File: config.mk
export PLATFORM = sky130hd
export DESIGN_NAME = seq_engine
export DESIGN_NICKNAME = d
export VERILOG_FILES = /design/src/rtl/seq_engine.sv
export SDC_FILE = /design/constraint.sdc
export NUM_CORES = 1
export LEC_CHECK = 0
export ABC_AREA = 1
export BUFFER_PORTS_ARGS = -buffer_cell sky130_fd_sc_hd__clkbuf_2
export CORE_MARGIN = 5
export CORE_UTILIZATION = 40
export CTS_CLUSTER_DIAMETER = 200
export CTS_CLUSTER_SIZE = 30
export DETAILED_ROUTE_END_ITERATION = 6
export SLEW_MARGIN = 20
export SYNTH_ARGS = -nofsm -noshare
export SYNTH_HDL_FRONTEND = slang
export SYNTH_SLANG_ARGS = --single-unit
File: constraint.sdc
create_clock -name clk -period 3.1 [get_ports clk]
set_input_delay 0.155 -clock clk [delete_from_list [all_inputs] [get_ports clk]]
set_output_delay 0.155 -clock clk [all_outputs]
set_load 0.005 [all_outputs]
File: src/rtl/seq_engine.sv
// seq_engine: Simon Says sequence store, LED playback timer and move judge (define SEQ_FIXED_SEED_EN to seed the LFSR with 16'hACE1)
module seq_engine #(
  parameter int unsigned BASE_TICKS = 25_000_000,
  parameter int unsigned SPEED_STEP = 2_500_000,
  parameter int unsigned MIN_TICKS  = 5_000_000
) (
  input  logic       clk,
  input  logic       reset,
  input  logic       rst_seed,
  input  logic       start_rng,
  input  logic       add_clr,
  input  logic       inc_speed,
  input  logic       pulse_on,
  input  logic       judge,
  input  logic [3:0] player_input,
  output logic [3:0] led,
  output logic [5:0] check_round,
  output logic       pulse,
  output logic       result,
  output logic [5:0] current_round
);
  typedef enum logic [1:0] {IDLE, PLAY, TURN} phase_t;
  phase_t phase, phase_nx;
  logic [15:0] seed, lfsr, seed_val;
  logic [1:0] mem [32];
  logic [5:0] idx;
  logic [31:0] period, step_period, cnt;
  logic run, append, show, hit, miss, last_done;
  logic [3:0] exp_clr;
`ifdef SEQ_FIXED_SEED_EN
  assign seed_val = 16'hACE1;
`else
  assign seed_val = (seed == 16'h0000) ? 16'h0001 : seed;
`endif
  assign exp_clr   = 4'b0001 << mem[idx[4:0]];
  assign result    = phase == TURN && player_input == exp_clr;
  assign append    = add_clr && current_round < 6'd32;
  assign show      = !add_clr && pulse_on && phase == PLAY && check_round != 6'd0;
  assign hit       = !add_clr && !pulse_on && judge && phase == TURN && result;
  assign miss      = !add_clr && !pulse_on && judge && phase == TURN && !result;
  assign last_done = !add_clr && pulse && phase == PLAY && check_round == 6'd0;
  // phase register
  always_ff @(posedge clk or negedge reset)
    if (!reset) phase <= IDLE;
    else phase <= phase_nx;
  // phase transitions: append arms playback, last pulse hands over to the player, a wrong move ends the game
  always_comb begin
    phase_nx = phase;
    phase_nx = append ? PLAY : last_done ? TURN : miss ? IDLE : phase;
  end
  // free-running seed counter and LFSR that steps once per appended colour
  always_ff @(posedge clk or negedge reset)
    if (!reset) begin
      seed <= 16'h0000;
      lfsr <= 16'h0001;
    end else begin
      seed <= rst_seed ? 16'h0000 : seed + 16'h0001;
      if (start_rng) lfsr <= seed_val;
      else if (append) lfsr <= {lfsr[0] ^ lfsr[2] ^ lfsr[3] ^ lfsr[5], lfsr[15:1]};
    end
  // colour memory needs no reset: only entries below current_round are ever read meaningfully
  always_ff @(posedge clk)
    if (append) mem[current_round[4:0]] <= lfsr[1:0];
  // step period shrinks per inc_speed, clamped at the floor
  always_ff @(posedge clk or negedge reset)
    if (!reset) period <= BASE_TICKS;
    else if (inc_speed) period <= (period >= MIN_TICKS + SPEED_STEP) ? period - SPEED_STEP : MIN_TICKS;
  // playback step timer, round bookkeeping and LED drive
  always_ff @(posedge clk or negedge reset)
    if (!reset) begin
      led           <= 4'b0000;
      check_round   <= 6'd0;
      current_round <= 6'd0;
      idx           <= 6'd0;
      pulse         <= 1'b0;
      run           <= 1'b0;
      cnt           <= 32'd0;
      step_period   <= BASE_TICKS;
    end else begin
      pulse <= run && cnt == step_period - 32'd1;
      if (run) begin
        cnt <= cnt + 32'd1;
        if (cnt == step_period - 32'd1) run <= 1'b0;
        if (cnt == step_period / 2 - 32'd1) led <= 4'b0000;
      end
      if (append) begin
        idx           <= 6'd0;
        check_round   <= current_round + 6'd1;
        current_round <= current_round + 6'd1;
        led           <= 4'b0000;
      end else if (show) begin
        led         <= exp_clr;
        idx         <= idx + 6'd1;
        check_round <= check_round - 6'd1;
        cnt         <= 32'd0;
        run         <= 1'b1;
        step_period <= period;
      end else if (last_done) begin
        idx         <= 6'd0;
        check_round <= current_round;
      end else if (hit && check_round != 6'd0) begin
        idx         <= idx + 6'd1;
        check_round <= check_round - 6'd1;
      end
    end
endmodule

### After elaboration in Yosys (flattened, before gate mapping)

Memory sizes are Yosys's and may differ from the RTL's.
Cells that the tools add are included.

| storage, ports and cells | value |
|---|---|
| flip-flop bits (word level) | 154 |
| memory bits (writable) | 64 |
| output and inout bits | 18 |
| memories | 1 |

Memories:

| name | words | bits a word | rd ports | clocked after memory_dff | wr ports | line | source |
|---|---|---|---|---|---|---|---|
| mem | 32 | 2 | 1 | 0 | 1 | 25 | `logic [1:0] mem [32];` |

| cells by class | value |
|---|---|
| add/sub/neg operators | 8 |
| order comparisons | 2 |
| equality and inequality tests | 5 |
| shifts and indexed selects | 1 |
| multiplexer cells | 29 |
| bitwise operators | 4 |
| reductions and logical operators | 28 |

Operators with widths:

| operator | count |
|---|---|
| two-way mux 32 bit | 4 |
| equality test 32 bit | 2 |
| two-way mux 16 bit | 4 |
| two-way mux 6 bit | 8 |
| adder 32 x 1 -> 32 bit (second input constant) | 1 |
| >= comparator 32 x 23 -> 1 bit (second input constant) | 1 |
| subtractor 31 x 1 -> 32 bit (second input constant) | 1 |
| subtractor 32 x 1 -> 32 bit (second input constant) | 1 |
| subtractor 32 x 22 -> 32 bit (second input constant) | 1 |
| adder 16 x 1 -> 16 bit (second input constant) | 1 |
| logical NOT 16 bit | 1 |
| two-way mux 4 bit | 4 |
| logical AND 1 bit | 15 |
| adder 6 x 1 -> 6 bit (second input constant) | 2 |
| nonzero test 3 bit | 3 |
| logical NOT 6 bit | 1 |
| less-than comparator 6 bit (second input constant) | 1 |
| two-way mux 1 bit | 6 |
| two-way mux 2 bit | 3 |
| nonzero test 6 bit | 1 |
| subtractor 6 x 1 -> 6 bit (second input constant) | 1 |
| equality test 4 bit | 1 |
| AND reduction 2 bit | 2 |
| nonzero test 4 bit | 1 |
| 7 further kinds | 11 |

### Longest topological paths before layout

| logic depth | value |
|---|---|
| word-level depth | 10 |
| depth in mapped cells | 21 |
| gate-level depth less buffers | 18 |

### Worst setup path after synthesis

Ideal clock, no wire load.

| timing | value |
|---|---|
| path kind | register to register |
| start | register step_period[5] |
| end | register run |
| library setup time | 127 ps |
| arrival time | 1961 ps |
| required time | 2973 ps |
| path slack | 1012 ps |
| cell stages (with the launch flop) | 15 |
| buffers on the path | 0 |
| period minus slack after synthesis | 2088 ps |
| cell sequence | dfrtp_1 -> inv_1 -> ha_1 -> nand2_1 -> nor2_1 -> nand3_1 -> nand2_1 -> nand2_1 -> nand2_1 -> nand4_1 -> or2_2 -> nor2_1 -> nand3_1 -> nand2_1 -> nand2_1 |

| between the ends | value |
|---|---|
| word-level cells in the longest chain between the ends | 6 |

RTL lines:

| what | line | source |
|---|---|---|
| start: declaration | 27 | `logic [31:0] period, step_period, cnt;` |
| start signal: assignment | 97 | `step_period <= period;` |
| subtractor 32 x 1 -> 32 bit (*) | 83 | `if (cnt == step_period - 32'd1) run <= 1'b0;` |
| equality test 32 bit (*) | 83 |  |
| two-way mux 1 bit (*) | 83 |  |
| two-way mux 1 bit (*) | 81 | `if (run) begin` |
| two-way mux 1 bit | 91 | `end else if (show) begin` |
| two-way mux 1 bit (*) | 86 | `if (append) begin` |
| end signal: assignment | 76 | `run <= 1'b0;` |
| end signal: assignment | 83 |  |
| end signal: assignment | 96 | `run <= 1'b1;` |
| end: declaration | 28 | `logic run, append, show, hit, miss, last_done;` |

Every way passes the cells marked *; elsewhere a longest branch is shown, timed or not.
A chain may end at the register's enable or synchronous reset.

### Final worst setup path

| timing | value |
|---|---|
| start | register idx[2] |
| end | output result |

| between the ends | value |
|---|---|
| word-level cells in the longest chain between the ends | 4 |

RTL lines:

| what | line | source |
|---|---|---|
| start: declaration | 26 | `logic [5:0] idx;` |
| start signal: assignment | 93 | `idx <= idx + 6'd1;` |
| start signal: assignment | 102 | `idx <= idx + 6'd1;` |
| memory read (32 x 2 bit) | - |  |
| << shifter 1 x 2 -> 4 bit | 35 | `assign exp_clr = 4'b0001 << mem[idx[4:0]];` |
| equality test 4 bit | 36 | `assign result = phase == TURN && player_input == exp_clr;` |
| logical AND 1 bit | 36 |  |
| end: declaration | 19 | `output logic result,` |

Every way passes these cells.

==> flow_summary_export.csv <==
group,metric,value,unit
critical_path,cp-end-kind,"primary output",
finish,antenna_cells,0,
routing,via_count,10400,
synthesis,synth_edf_count,64,
synthesis,ys.flop_type,"dfrtp_1",
routing,drc,0,
run,drv_cap,0,
timing,setup_tns,0,ns
critical_path,crit_slowest_cell,"dfrtp_1",
power,ir_worst_vdd,311,µV
power,power.share.clock,14.5,%
synthesis,syn-instance-count,1610,
finish,stdcell_area,12800,µm²
finish,drive_gt1_share,6.62,%
timing,worst_pin_slew,0.698,ns
routing,viasPerCell,5.13,
synthesis,synthArstFlopShare,69.1,%
synthesis,synthTopCellsByCount,"481 x nand2_1, 204 x nor2_1, 175 x inv_1",
global_routing,antenna_found_initial,0,
synthesis,synth.top_cells.by_area,"dfrtp_1 25%, edfxtp_1 16%, nand2_1 15%, nand3_1 6.9%, nor2_1 6.4%",
power,power.switching,4630,µW
clock_network,postCtsSetupBuffers,0,
floorplanning,rows,63,
power,pwr-share-seq,41.2,%
global_routing,grt_max_degree,64,
critical_path,critPathLaunchType,"flip-flop",
power,swShare,44.5,%
placed_design,place.detailed.hpwl,23.2,mm
floorplanning,dieArea,33500,µm²
critical_path,worstSetupPathType,"flip-flop to primary output",
clock_network,cts_max_path_buffers,3,
synthesis,yosysMostFrequentCell,"nand2_1",
worst_hold_path,min_path_type,"input pin to flip-flop",
timing,fin_crit,2.86,ns
floorplanning,chipWidth,183,µm
synthesis,yosys_warnings,0,
synthesis,syn-num-nets,1635,
clock_network,cts_sinks,207,
placed_design,dpl.cell_count,2004,
routing,wl_per_cell,15.3,µm
critical_path,worstPathCellList,"inv_1, nor2_4, nand2_1, nand2_1, nor2_1, nand2_1, nand3_2, nand2_4, inv_2, nand2_1, nand2_1, nand2_1, nor2_2, nand2_1, inv_1, clkbuf_2",
synthesis,yosysSeqAreaShare,46.2,%
synthesis,synth_cell_type_count,46,
critical_path,path_common_cell,"nand2_1",
global_routing,grt_pass1_vias,9899,
synthesis,synth_top_area_share,24.7,%
clock_network,clk_pin_slew,0.11,ns
clock_network,cts_buffers,10,
critical_path,cp.arrival,2.70,ns
clock_network,cts_htree_levels,1,
floorplanning,initial_core_util,40.5,%
power,p_leak,0.00586,µW
clock_network,cts_tree,"done",
placed_design,pre_cts_ws,0.306,ns
critical_path,max_stage_delay,0.40,ns
timing,slew_viol_final,0,
timing,fin_crit_sh,92.2,%
routing,ant_nets,0,
outcome,status,"finished clean",
placed_design,io_buffers,29,
synthesis,ys_ff_latch,207,
floorplanning,die_h,183,µm
finish,final_cells,2021,
placed_design,place.gp.congestion,0.913,
clock_network,clock-root-buffer,"clkbuf_16",
timing,hold_violations,0,
critical_path,worstPathRequired,2.94,ns
timing,setup_ws,0.241,ns
synthesis,avgSynthCellArea,7.44,µm²
routing,drtIter0Drc,788,
critical_path,worstPathMaxFanout,11,
routing,drtPass1Iterations,5,
finish,area_growth,7.18,%
power,p_int,5770,µW
placed_design,placedInstanceArea,12500,µm²
finish,layout.nets,1653,
routing,wirelength,31.0,mm
timing,report.final.setup_viol,0,
timing,max_clock_freq,0.350,GHz
timing,rsz0062_at_grt,"no",
timing,clock_skew,0.0116,ns
synthesis,synthesis.area,12000,µm²
global_routing,gr-total-overflow,0,
power,comb_power_share,44.2,%
floorplanning,io-pin-count,30,
synthesis,synth_top_area_cell,"dfrtp_1",
timing,slew_headroom,53.1,%
clock_network,insertion_delay,0.48,ns
floorplanning,core,29600,µm²
power,p_per_area,811,nW/µm²
global_routing,grt_pass1_wl,51.5,mm
global_routing,grtUsageTotal,18.5,%
worst max-delay path: cells and delay by family, from the launching register on:
| kind | cells | cell delay [ns] |
|---|---|---|
| AND/OR/NAND/NOR | 12 | 1.19 |
| buffers and inverters | 4 | 0.63 |
| flip-flops | 1 | 0.40 |
stage by stage:
stage / hold slack, ns / power (µW) / util, %
6_report: 0.0959 / 10400 / 43.4
5_1_grt: 0.122 / 11400 / 43.4
4_1_cts: 0.0778 / 10500 / 43.4
3_5_place_dp: 0.208 / 8920 / 42.3
3_3_place_gp: 0.211 / 8840 / 42.3
2_1_floorplan: -0.141 / 7770 / -
state kept, by name (all words and copies together), names as in the netlist:
name	count
idx	5
current_round	6
period	27
step_period	27
phase	2
pulse	1
run	1
led	4
seed	16
check_round	6
lfsr	16
mem	64
cnt	32
final timing paths:
check                                from          to  slack (ns)  depth (start not counted)
max                                idx[2]      result        0.24                         16
min                             inc_speed   period[6]         0.1                          3
max reg2reg                step_period[5]      led[2]        0.40                         15
min reg2reg                       seed[0]     seed[0]        0.48                          1
max in group asynchronous           reset  period[16]        2.07                          3
min in group asynchronous           reset     cnt[30]        0.23                          2
per-layer routing:
metal | track usage [%] | share of wire (%) | vias to the layer above
met5 | 0 | 0 | -
met4 | 3.55 | 1.8 | 0
met3 | 2.24 | 4.9 | 24
met2 | 29.6 | 45 | 235
met1 | 27.4 | 49 | 4826
li1 | - | - | 5286
placed cells by master, fill, tap and decap left out, drive strengths merged:
cell | netlist | layout
o221ai | 4 | 4
xor2 | 35 | 35
o22ai | 11 | 11
a211oi | 2 | 2
xnor2 | 6 | 6
or2 | 4 | 4
inv | 178 | 178
dfstp | 25 | 25
nor2 | 212 | 212
nand3 | 169 | 169
nor3 | 40 | 40
nand3b | 1 | 1
buf | 16 | 15
a31oi | 6 | 6
nor4 | 12 | 12
and3 | 2 | 2
edfxtp | 64 | 64
o21bai | 1 | 1
nand4 | 38 | 38
dfrtp | 118 | 118
o21a | 1 | 1
dlygate4sd3 | 0 | 2
and3b | 1 | 1
o211ai | 5 | 5
clkbuf | 23 | 42
or3 | 1 | 1
a21oi | 55 | 55
clkinv | 2 | 3
ha | 13 | 13
nor3b | 4 | 4
nand2 | 483 | 483
o21ai | 78 | 78
timing repair:
item,CTS,global route
hold endpoints to repair,62,0
endpoints found under the setup margin,0,6
hold buffers,2,0
gates resized for setup,0,2
power by group through the flow:
stage               sequential [µW]  combinational [µW]  clock, µW
finish                         4290                4600       1510
global route                   4400                5330       1670
CTS                            4280                4600       1580
detailed placement             4340                4580          0
global placement               4320                4520          0
floorplan                      4060                3710          0
logic make-up (layout without fill, tap and decap cells):
kind of cell / after synthesis / after routing / synth area share [%]
xor+xnor: 41 / 41 / 3.00
buf+inv: 219 / 240 / 7.47
fa+ha+maj: 13 / 13 / 1.36
flops: 207 / 207 / 46.2
simple gates: 967 / 967 / 34.7
compound gates: 163 / 163 / 7.31
final cells by class:
| type | instances | area, µm² |
|---|---|---|
| fill | 3068 | 16700 |
| multi-input combinational | 1184 | 5550 |
| sequential | 207 | 5530 |
| inverter | 180 | 678 |
| tap | 390 | 488 |
| timing repair buffer | 45 | 289 |
| clock buffer | 14 | 287 |
| clock inverter | 1 | 5.00 |
(Power assumes the default switching activity.)
